**src/rtl/jpeg_pkg.sv**
```systemverilog
// rtl/jpeg_pkg.sv - shared constants and state encoding for the JPEG entropy front end
// Contents: BLOCK_LEN (coefficients per 8x8 block), COEF_W (coefficient width),
//           ZRL_RUN (run value of the zero-run-length symbol), sched_state_t.
package jpeg_pkg;

  localparam int         BLOCK_LEN = 64;
  localparam int         COEF_W    = 11;
  localparam logic [3:0] ZRL_RUN   = 4'd15;

  typedef enum logic [2:0] {
    S_DC    = 3'd0,
    S_AC    = 3'd1,
    S_ZRL   = 3'd2,
    S_SYM   = 3'd3,
    S_EOB   = 3'd4,
    S_FLUSH = 3'd5
  } sched_state_t;

endpackage

```
**src/rtl/ones_encoder.sv**
```systemverilog
// rtl/ones_encoder.sv - magnitude category and ones-complement value bits of a signed coefficient
// Ports: value (in, WIDTH, two's complement, never the most negative code)
//        size  (out, 4, bit length of |value|)
//        bits  (out, WIDTH-1, value if positive else value-1, masked to size bits)
module ones_encoder #(
  parameter int WIDTH = 11
) (
  input  logic [WIDTH-1:0] value,
  output logic [3:0]       size,
  output logic [WIDTH-2:0] bits
);

  logic [WIDTH-2:0] mag;
  logic [WIDTH-2:0] mask;

  always_comb begin
    mag = (WIDTH-1)'(value[WIDTH-1] ? (~value + WIDTH'(1)) : value);
    size = 4'd0;
    // Highest set bit wins, giving the bit length.
    for (int i = 0; i < WIDTH-1; i++) begin
      if (mag[i]) size = 4'(i + 1);
    end
    mask = '0;
    for (int i = 0; i < WIDTH-1; i++) begin
      mask[i] = (i < int'(size));
    end
    bits = value[WIDTH-1] ? ((WIDTH-1)'(value - WIDTH'(1)) & mask) : value[WIDTH-2:0];
  end

endmodule

```
**src/rtl/rle_scheduler.sv**
```systemverilog
// rtl/rle_scheduler.sv - zigzag coefficient run-length scheduler feeding a Huffman coder
// Ports: clk, rst (sync, active-high)
//        coefficient in : ena_in, rdy_out, coef[10:0], last_block (sampled with coefficient 0)
//        symbol out     : ena_out, rdy_in, dc, in_dc[10:0], run[3:0], size[3:0], in[9:0]
//        status pulses  : block_done (after final symbol of a block), flush (end of image)
module rle_scheduler
  import jpeg_pkg::*;
#(
  parameter int BLOCK_LEN = jpeg_pkg::BLOCK_LEN
) (
  input  logic        clk,
  input  logic        rst,
  input  logic        ena_in,
  output logic        rdy_out,
  input  logic [10:0] coef,
  input  logic        last_block,
  output logic        ena_out,
  input  logic        rdy_in,
  output logic        dc,
  output logic [10:0] in_dc,
  output logic [3:0]  run,
  output logic [3:0]  size,
  output logic [9:0]  in,
  output logic        flush,
  output logic        block_done
);

  localparam logic [5:0] LAST_IDX = 6'(BLOCK_LEN - 1);

  sched_state_t state, state_nxt;
  logic [5:0]   idx, idx_nxt, zrun, zrun_nxt, zrun_less;
  logic         last_q, last_nxt, sym_last, sym_last_nxt;
  logic [3:0]   lat_size, lat_size_nxt, enc_size;
  logic [9:0]   lat_bits, lat_bits_nxt, enc_bits;
  logic         ena_out_nxt, dc_nxt, flush_nxt, block_done_nxt;
  logic [10:0]  in_dc_nxt;
  logic [3:0]   run_nxt, size_nxt;
  logic [9:0]   in_nxt;
  logic         accept, xfer;

  ones_encoder #(.WIDTH(COEF_W)) u_enc (
    .value (coef),
    .size  (enc_size),
    .bits  (enc_bits)
  );

  assign rdy_out   = ((state == S_DC) || (state == S_AC)) && !ena_out;
  assign accept    = ena_in && rdy_out;
  assign xfer      = ena_out && rdy_in;
  assign zrun_less = zrun - 6'd16;

  always_comb begin
    state_nxt      = state;
    idx_nxt        = idx;
    zrun_nxt       = zrun;
    last_nxt       = last_q;
    sym_last_nxt   = sym_last;
    lat_size_nxt   = lat_size;
    lat_bits_nxt   = lat_bits;
    ena_out_nxt    = ena_out;
    dc_nxt         = dc;
    in_dc_nxt      = in_dc;
    run_nxt        = run;
    size_nxt       = size;
    in_nxt         = in;
    flush_nxt      = 1'b0;
    block_done_nxt = 1'b0;
    unique case (state)
      S_DC: begin
        if (accept) begin
          in_dc_nxt   = coef;
          last_nxt    = last_block;
          idx_nxt     = 6'd1;
          zrun_nxt    = 6'd0;
          dc_nxt      = 1'b1;
          ena_out_nxt = 1'b1;
          run_nxt     = 4'd0;
          size_nxt    = 4'd0;
          in_nxt      = 10'd0;
          state_nxt   = S_AC;
        end
      end
      S_AC: begin
        // Only the DC symbol can be pending here; accept is blocked while it is.
        if (xfer) begin
          ena_out_nxt = 1'b0;
          dc_nxt      = 1'b0;
        end else if (accept) begin
          if (coef == '0) begin
            if (idx == LAST_IDX) begin
              // Trailing zeros collapse into EOB; outstanding ZRLs are dropped.
              zrun_nxt    = 6'd0;
              ena_out_nxt = 1'b1;
              run_nxt     = 4'd0;
              size_nxt    = 4'd0;
              in_nxt      = 10'd0;
              state_nxt   = S_EOB;
            end else begin
              zrun_nxt = zrun + 6'd1;
              idx_nxt  = idx + 6'd1;
            end
          end else begin
            lat_size_nxt = enc_size;
            lat_bits_nxt = enc_bits;
            sym_last_nxt = (idx == LAST_IDX);
            idx_nxt      = idx + 6'd1;
            ena_out_nxt  = 1'b1;
            if (zrun >= 6'd16) begin
              run_nxt   = ZRL_RUN;
              size_nxt  = 4'd0;
              in_nxt    = 10'd0;
              state_nxt = S_ZRL;
            end else begin
              run_nxt   = zrun[3:0];
              size_nxt  = enc_size;
              in_nxt    = enc_bits;
              state_nxt = S_SYM;
            end
          end
        end
      end
      S_ZRL: begin
        if (xfer) begin
          zrun_nxt = zrun_less;
          if (zrun_less < 6'd16) begin
            run_nxt   = zrun_less[3:0];
            size_nxt  = lat_size;
            in_nxt    = lat_bits;
            state_nxt = S_SYM;
          end
        end
      end
      S_SYM: begin
        if (xfer) begin
          zrun_nxt    = 6'd0;
          ena_out_nxt = 1'b0;
          if (sym_last) begin
            block_done_nxt = 1'b1;
            state_nxt      = last_q ? S_FLUSH : S_DC;
          end else begin
            state_nxt = S_AC;
          end
        end
      end
      S_EOB: begin
        if (xfer) begin
          ena_out_nxt    = 1'b0;
          block_done_nxt = 1'b1;
          state_nxt      = last_q ? S_FLUSH : S_DC;
        end
      end
      S_FLUSH: begin
        if (rdy_in) begin
          flush_nxt = 1'b1;
          state_nxt = S_DC;
        end
      end
      default: state_nxt = S_DC;
    endcase
  end

  always_ff @(posedge clk) begin
    if (rst) begin
      state      <= S_DC;
      idx        <= 6'd0;
      zrun       <= 6'd0;
      last_q     <= 1'b0;
      sym_last   <= 1'b0;
      lat_size   <= 4'd0;
      lat_bits   <= 10'd0;
      ena_out    <= 1'b0;
      dc         <= 1'b0;
      in_dc      <= 11'd0;
      run        <= 4'd0;
      size       <= 4'd0;
      in         <= 10'd0;
      flush      <= 1'b0;
      block_done <= 1'b0;
    end else begin
      state      <= state_nxt;
      idx        <= idx_nxt;
      zrun       <= zrun_nxt;
      last_q     <= last_nxt;
      sym_last   <= sym_last_nxt;
      lat_size   <= lat_size_nxt;
      lat_bits   <= lat_bits_nxt;
      ena_out    <= ena_out_nxt;
      dc         <= dc_nxt;
      in_dc      <= in_dc_nxt;
      run        <= run_nxt;
      size       <= size_nxt;
      in         <= in_nxt;
      flush      <= flush_nxt;
      block_done <= block_done_nxt;
    end
  end

endmodule

```
**config.mk**
```make
export PLATFORM = sky130hd
export DESIGN_NAME = rle_scheduler
export DESIGN_NICKNAME = d
export VERILOG_FILES = /design/src/rtl/jpeg_pkg.sv /design/src/rtl/ones_encoder.sv /design/src/rtl/rle_scheduler.sv
export SDC_FILE = /design/constraint.sdc
export NUM_CORES = 1
export LEC_CHECK = 0
export CAP_MARGIN = 15
export CORE_ASPECT_RATIO = 1.5
export CORE_MARGIN = 3
export CORE_UTILIZATION = 57
export CTS_BUF_LIST = sky130_fd_sc_hd__clkbuf_4 sky130_fd_sc_hd__clkbuf_8
export DETAILED_ROUTE_END_ITERATION = 6
export GPL_ROUTABILITY_DRIVEN = 0
export PLACE_DENSITY = 0.82
export SLEW_MARGIN = 10
export SYNTH_ARGS = -nofsm -noshare
export SYNTH_HDL_FRONTEND = slang
export SYNTH_SLANG_ARGS = --single-unit
```
**constraint.sdc**
```tcl
create_clock -name clk -period 3.7 [get_ports clk]
set_input_delay 0.74 -clock clk [delete_from_list [all_inputs] [get_ports clk]]
set_output_delay 0.74 -clock clk [all_outputs]
set_load 0.02 [all_outputs]
```
After elaboration in Yosys (flattened, before gate mapping)
Index checks and enable logic that the tools add are counted.
{"block": "classes", "addsub": 5, "n_mul": 0, "div": 0, "order_cmp": 12, "eq_ne": 21, "shifts": 0, "muxes": 78, "n_bitwise": 5, "reduce_logical": 21}
{"operator": "10-bit 2-to-1 mux", "count": 10}
{"operator": "6-bit 2-to-1 mux", "count": 12}
{"operator": "4-bit 2-to-1 mux", "count": 17}
{"operator": "3-bit 2-to-1 mux", "count": 16}
{"operator": "10-bit one-hot mux with 3 select lines", "count": 1}
{"operator": "4-bit one-hot mux with 3 select lines", "count": 2}
{"operator": "6-bit one-hot mux with 4 select lines", "count": 1}
{"operator": "2-bit != test, second input constant", "count": 9}
{"operator": "3-bit one-hot mux with 6 select lines", "count": 1}
{"operator": "3-bit by 4-bit < comparator with 1-bit output, first input constant", "count": 4}
{"operator": "7-bit AND reduction", "count": 2}
{"operator": "6-bit by 1-bit adder with 6-bit output, second input constant", "count": 2}
{"operator": "1-bit 2-to-1 mux", "count": 12}
{"operator": "6-bit one-hot mux with 2 select lines", "count": 1}
{"operator": "11-bit zero test", "count": 1}
{"operator": "10-bit by 1-bit adder with 10-bit output, second input constant", "count": 1}
{"operator": "10-bit AND", "count": 1}
{"operator": "10-bit inverter", "count": 1}
{"operator": "5-bit AND reduction", "count": 2}
{"operator": "10-bit by 1-bit subtractor with 10-bit output, second input constant", "count": 1}
{"operator": "9-bit AND reduction", "count": 1}
{"operator": "1-bit by 4-bit < comparator with 1-bit output, first input constant", "count": 2}
{"operator": "2-bit by 4-bit < comparator with 1-bit output, first input constant", "count": 2}
{"operator": "4-bit < comparator, first input constant", "count": 2}
{"operator": "other kinds (26)", "count": 38}
{"block": "word_totals", "regBits": 64, "latchBits": 0, "ram_bits": 0, "mem_bits_ro": 0, "input_bits": 16, "elab_cells": 157, "mem_count": 0}

Depth between registers and ports, before layout
{"block": "depth", "ltp_word": 21, "depth_mapped": 11, "ltp_nobuf": 9}

Modules after synthesis
From an unflattened synthesis, not the netlist that was laid out.
{"block": "hier_totals", "cells_unflattened": 461, "area_unflattened_um2": 3771.1}
{"mod": "rle_scheduler", "instances": 1, "cells_per_inst": 327, "area_per_inst_um2": 2889.0, "seq_area_each_um2": 1281.2}
{"mod": "ones_encoder", "instances": 1, "cells_per_inst": 134, "area_per_inst_um2": 882.1, "seq_area_each_um2": 0.0}

Least setup slack after synthesis
OpenSTA, ideal clock, no wires.
{"block": "synth_path", "path_kind": "input to register", "startpoint": "in coef[0]", "endpoint": "reg lat_bits[4]", "setup_ns": 0.142, "arrival_time_ns": 2.794, "required_time_ns": 3.558, "setup_slack_ns": 0.764, "path_stages": 10, "n_path_buf": 1, "cell_sequence": "clkbuf_1 -> inv_1 -> ha_1 -> or4b_4 -> nor3_4 -> nor3_1 -> a2111oi_2 -> nand2_1 -> o31ai_1 -> a311oi_1"}
{"block": "synth_via", "elab_chain_cells": 16, "elab_cells_between_ends": 20, "cone_classes": "add/sub (2); order compare (1); mux (12); bitwise (3); reduce/logical (2)"}
{"element": "start, declared", "line": "rle_scheduler.sv:15", "rtl": "input logic [10:0] coef,"}
{"element": "10-bit inverter", "line": "ones_encoder.sv:17", "rtl": "mag = (WIDTH-1)'(value[WIDTH-1] ? (~value + WIDTH'(1)) : value);"}
{"element": "10-bit by 1-bit adder with 10-bit output", "line": "ones_encoder.sv:17"}
{"element": "10-bit 2-to-1 mux", "line": "ones_encoder.sv:17"}
{"element": "1-bit 2-to-1 mux", "line": "ones_encoder.sv:21", "rtl": "if (mag[i]) size = 4'(i + 1);"}
{"element": "2-bit 2-to-1 mux (2 in series)", "line": "ones_encoder.sv:21"}
{"element": "3-bit 2-to-1 mux (4 in series)", "line": "ones_encoder.sv:21"}
{"element": "4-bit 2-to-1 mux (3 in series)", "line": "ones_encoder.sv:21"}
{"element": "3-bit by 4-bit < comparator with 1-bit output", "line": "ones_encoder.sv:25", "rtl": "mask[i] = (i < int'(size));"}
{"element": "10-bit AND", "line": "ones_encoder.sv:27", "rtl": "bits = value[WIDTH-1] ? ((WIDTH-1)'(value - WIDTH'(1)) & mask) : value[WIDTH-2:0];"}
{"element": "10-bit 2-to-1 mux", "line": "ones_encoder.sv:27"}
{"element": "end signal, assigned", "line": "rle_scheduler.sv:186", "rtl": "lat_bits <= lat_bits_nxt;"}
{"element": "end, declared", "line": "rle_scheduler.sv:34", "rtl": "logic [9:0] lat_bits, lat_bits_nxt, enc_bits;"}
Several ways; a longest one is shown, not always the timed one.
A chain may end at the register's enable or synchronous reset.

Worst setup path in the final report
{"block": "layout_path", "startpoint": "in coef[1]", "endpoint": "reg in[4]"}
{"block": "layout_via", "elab_chain_cells": 20, "elab_cells_between_ends": 24, "cone_classes": "add/sub (2); order compare (1); eq/ne (1); mux (16); bitwise (2); reduce/logical (2)"}
{"element": "10-bit inverter", "line": "ones_encoder.sv:17"}
{"element": "10-bit by 1-bit adder with 10-bit output", "line": "ones_encoder.sv:17"}
{"element": "10-bit 2-to-1 mux", "line": "ones_encoder.sv:17"}
{"element": "2-bit 2-to-1 mux (2 in series)", "line": "ones_encoder.sv:21"}
{"element": "3-bit 2-to-1 mux (4 in series)", "line": "ones_encoder.sv:21"}
{"element": "4-bit 2-to-1 mux (3 in series)", "line": "ones_encoder.sv:21"}
{"element": "3-bit by 4-bit < comparator with 1-bit output", "line": "ones_encoder.sv:25"}
{"element": "10-bit AND", "line": "ones_encoder.sv:27"}
{"element": "10-bit 2-to-1 mux", "line": "ones_encoder.sv:27"}
{"element": "10-bit 2-to-1 mux", "line": "rle_scheduler.sv:108", "rtl": "if (zrun >= 6'd16) begin"}
{"element": "10-bit 2-to-1 mux", "line": "rle_scheduler.sv:89", "rtl": "if (coef == '0) begin"}
{"element": "10-bit 2-to-1 mux", "line": "rle_scheduler.sv:88", "rtl": "end else if (accept) begin"}
{"element": "10-bit 2-to-1 mux", "line": "rle_scheduler.sv:85", "rtl": "if (xfer) begin"}
{"element": "10-bit one-hot mux with 3 select lines", "line": "rle_scheduler.sv:68", "rtl": "unique case (state)"}
{"element": "end signal, assigned", "line": "rle_scheduler.sv:192", "rtl": "in <= in_nxt;"}
{"element": "end, declared", "line": "rle_scheduler.sv:23", "rtl": "output logic [9:0] in,"}
Several ways; a longest one is shown, not always the timed one. The select of a mux whose other input is x is not followed.

==> metrics.yaml <==
synth_top_cells_by_area: "dfxtp_1 (35%), nand2_1 (7.4%), a21oi_1 (7.3%)"
start_util_pct: 59.64
hold_class: "reg -> reg"
finalHoldViolations: 0
post-cts-setup-buffer-count: 0
cellLeakagePower_uw: 0.001574
first_pass_iters: 5
timing.hold.ws_ns: 0.4498
synth-edff-count: 0
max_freq_ghz: 0.3190
insertion_delay_ns: 0.34
synth_top_flop_cell: "dfxtp_1"
ctsHoldBuffers: 0
setup.worst_path.end_class: "flip-flop"
rsz0062_at_grt: "false"
avgSynthCellArea_um2: 7.373
setup_violations: 0
cp_max_fo: 6
diodes: 0
ys_warn_count: 0
path_clk_slew_ns: 0.08
drc: 0
grt_start_max_net_pins: 65
p_int_uw: 1649
core_area_um2: 6218
yosysTopAreaCell: "dfxtp_1"
worstPathArrival_ns: 3.31
tritoncts: "built"
io_buffer_count: 49
fin_crit_ns: 3.135
cellPowerDensity_nw_per_um2: 634.1
grt_pass1_wl_um: 16950
grt-ovfl-total: 0
p_sw_uw: 1205
ys_seq_area_share_pct: 34.55
synth_fp_nets: 524
fin_setup_tns_ns: 0
status: "finished clean"
p_clk_share_pct: 21.6
drv_cap: 0
ys_seq_elements: 64
comb_power_share_pct: 45.0
synth_cell_type_count: 60
synthArstFlopShare_pct: 0
p_sw_share_pct: 42.22
syn-cell-area_um2: 3709
post-route-period-util_pct: 84.72
power_frac_seq_pct: 33.4
via_count: 3953
nets: 568
cts_made_buffers: 9
drive_gt1_share_pct: 9.783
ys_top_cells_by_count: "nand2_1 (73), dfxtp_1 (64), nor2_1 (58)"
cp-start-kind: "input pin"
vias_per_cell: 6.315
slew_violations: 0
cts_resized: 0
grt_pass1_vias: 3700
htreeDepth: 3
antenna_found_initial: 0
boundaryPins: 50
critical_path_class: "in -> reg"
grt_use_total_pct: 27.45
cts_buffer_depth: 2
wl_per_cell_um: 16.40
hpwl_um: 7389
die-area_um2: 7530
routed_wl_um: 10270
cp_data_required_time_ns: 3.87
worst_pin_slew_ns: 1.155
synth.most_common_cell: "nand2_1"
rows: 35
drtIter0Drc: 331
slew_headroom_pct: 22.97
irDropWorstVdd_mv: 0.4618
netlist.area_leader.share_pct: 34.55
finClkSkew_ns: 0.006062
area_growth_pct: 21.36
cts_root_buf: "clkbuf_8"
synth_cells: 503
fillers: 510
fp.dieW_um: 71.86
clock-sinks: 64
ant_nets: 0
die_h_um: 104.8
[kinds of logic (layout without fill, tap and decap cells)]
| kind of cell | after synthesis | count (layout) | share of synthesized area (%) |
|---|---|---|---|
| AND/OR/NAND/NOR | 229 | 229 | 30.43 |
| adder cells (fa/ha/maj) | 5 | 5 | 1.687 |
| AO/OA/AOI/OAI | 148 | 148 | 26.18 |
| XOR/XNOR | 8 | 8 | 1.889 |
| buffers and inverters | 49 | 98 | 5.263 |
| flip-flops | 64 | 64 | 34.55 |
[power groups by stage]
stage	clock [uW]	combinational (uW)	sequential [uW]
floorplan	0	761	1030
global placement	0	1250	963
detailed placement	0	1270	967
CTS	624	1280	951
global route	649	1400	973
finish	616	1290	953
[per-layer routing]
layer  part of all wire, %  global-route usage [%]
met4                   3.6                   12.37
met1                    38                   31.94
met2                    52                   47.89
met3                   6.3                   4.716
met5                     0                       0
[critical path: stages]
cell	delay, ns
clkdlybuf4s50_1	0.42
inv_1	0.09
ha_1	0.16
or4b_4	0.51
nor3_4	0.27
nor3_1	0.09
a2111oi_2	0.33
nand2_1	0.26
nor4_1	0.34
nor4_1	0.09
[state kept, by name, summed over array words and instances, names as in the netlist, 3 cells and up]
register	cells
idx	6
in	10
in_dc	11
lat_bits	10
lat_size	4
run	4
size	4
state	3
zrun	6
[through the flow]
step,cells,worst slack (ns),power (uW),utilization (%),cell area (um2)
floorplan,503,0.7639,1789,-,3709
global placement,610,0.2445,2209,69.11,4298
detailed placement,610,0.2351,2238,69.11,4298
CTS,626,0.5886,2855,72.37,4501
global route,626,0.3424,3025,72.37,4501
finish,626,0.5652,2854,72.37,4501
[path summary, 6_finish.rpt]
check	start	endpoint	cells after the start	slack [ns]
max	coef[1]	in[4]$_SDFFE_PP0P_	10	0.57
min reg2reg	run[2]$_SDFFE_PP0P_	run[2]$_SDFFE_PP0P_	2	0.45
min	run[2]$_SDFFE_PP0P_	run[2]$_SDFFE_PP0P_	2	0.45
max reg2reg	state[1]$_SDFFE_PP0P_	in[4]$_SDFFE_PP0P_	7	1.07
[final cells by class]
cell class,instances,area (um2),share of cell area (%)
well taps,74,92.59,2.057
clock buffers,9,123.9,2.752
inverters,11,41.29,0.9174
flip-flops and latches,64,1281,28.47
repair buffers,71,650.6,14.46
clock inverters,7,78.83,1.751
multi-input cells,390,2232,49.60
[placed cells by master, fill, tap and decap left out, types with 3 or more instances in the layout]
master	count
nand3b_1	4
dfxtp_1	64
clkinvlp_4	3
xor2_1	6
or3_1	6
a32oi_1	4
a211oi_1	13
clkdlybuf4s50_1	48
a21oi_1	54
nand3_1	16
nor4_1	8
and3_1	6
a31oi_1	5
nor2b_1	6
o2bb2ai_1	3
nand2b_1	5
a311oi_1	5
inv_1	11
nor2_1	58
o211ai_1	9
nand4_1	5
nand2_1	73
nor3_1	29
ha_1	5
buf_4	22
o21ai_0	23
inv_6	3
a221oi_1	4
clkbuf_8	9
No activity file was read; power rests on OpenSTA's default activity.
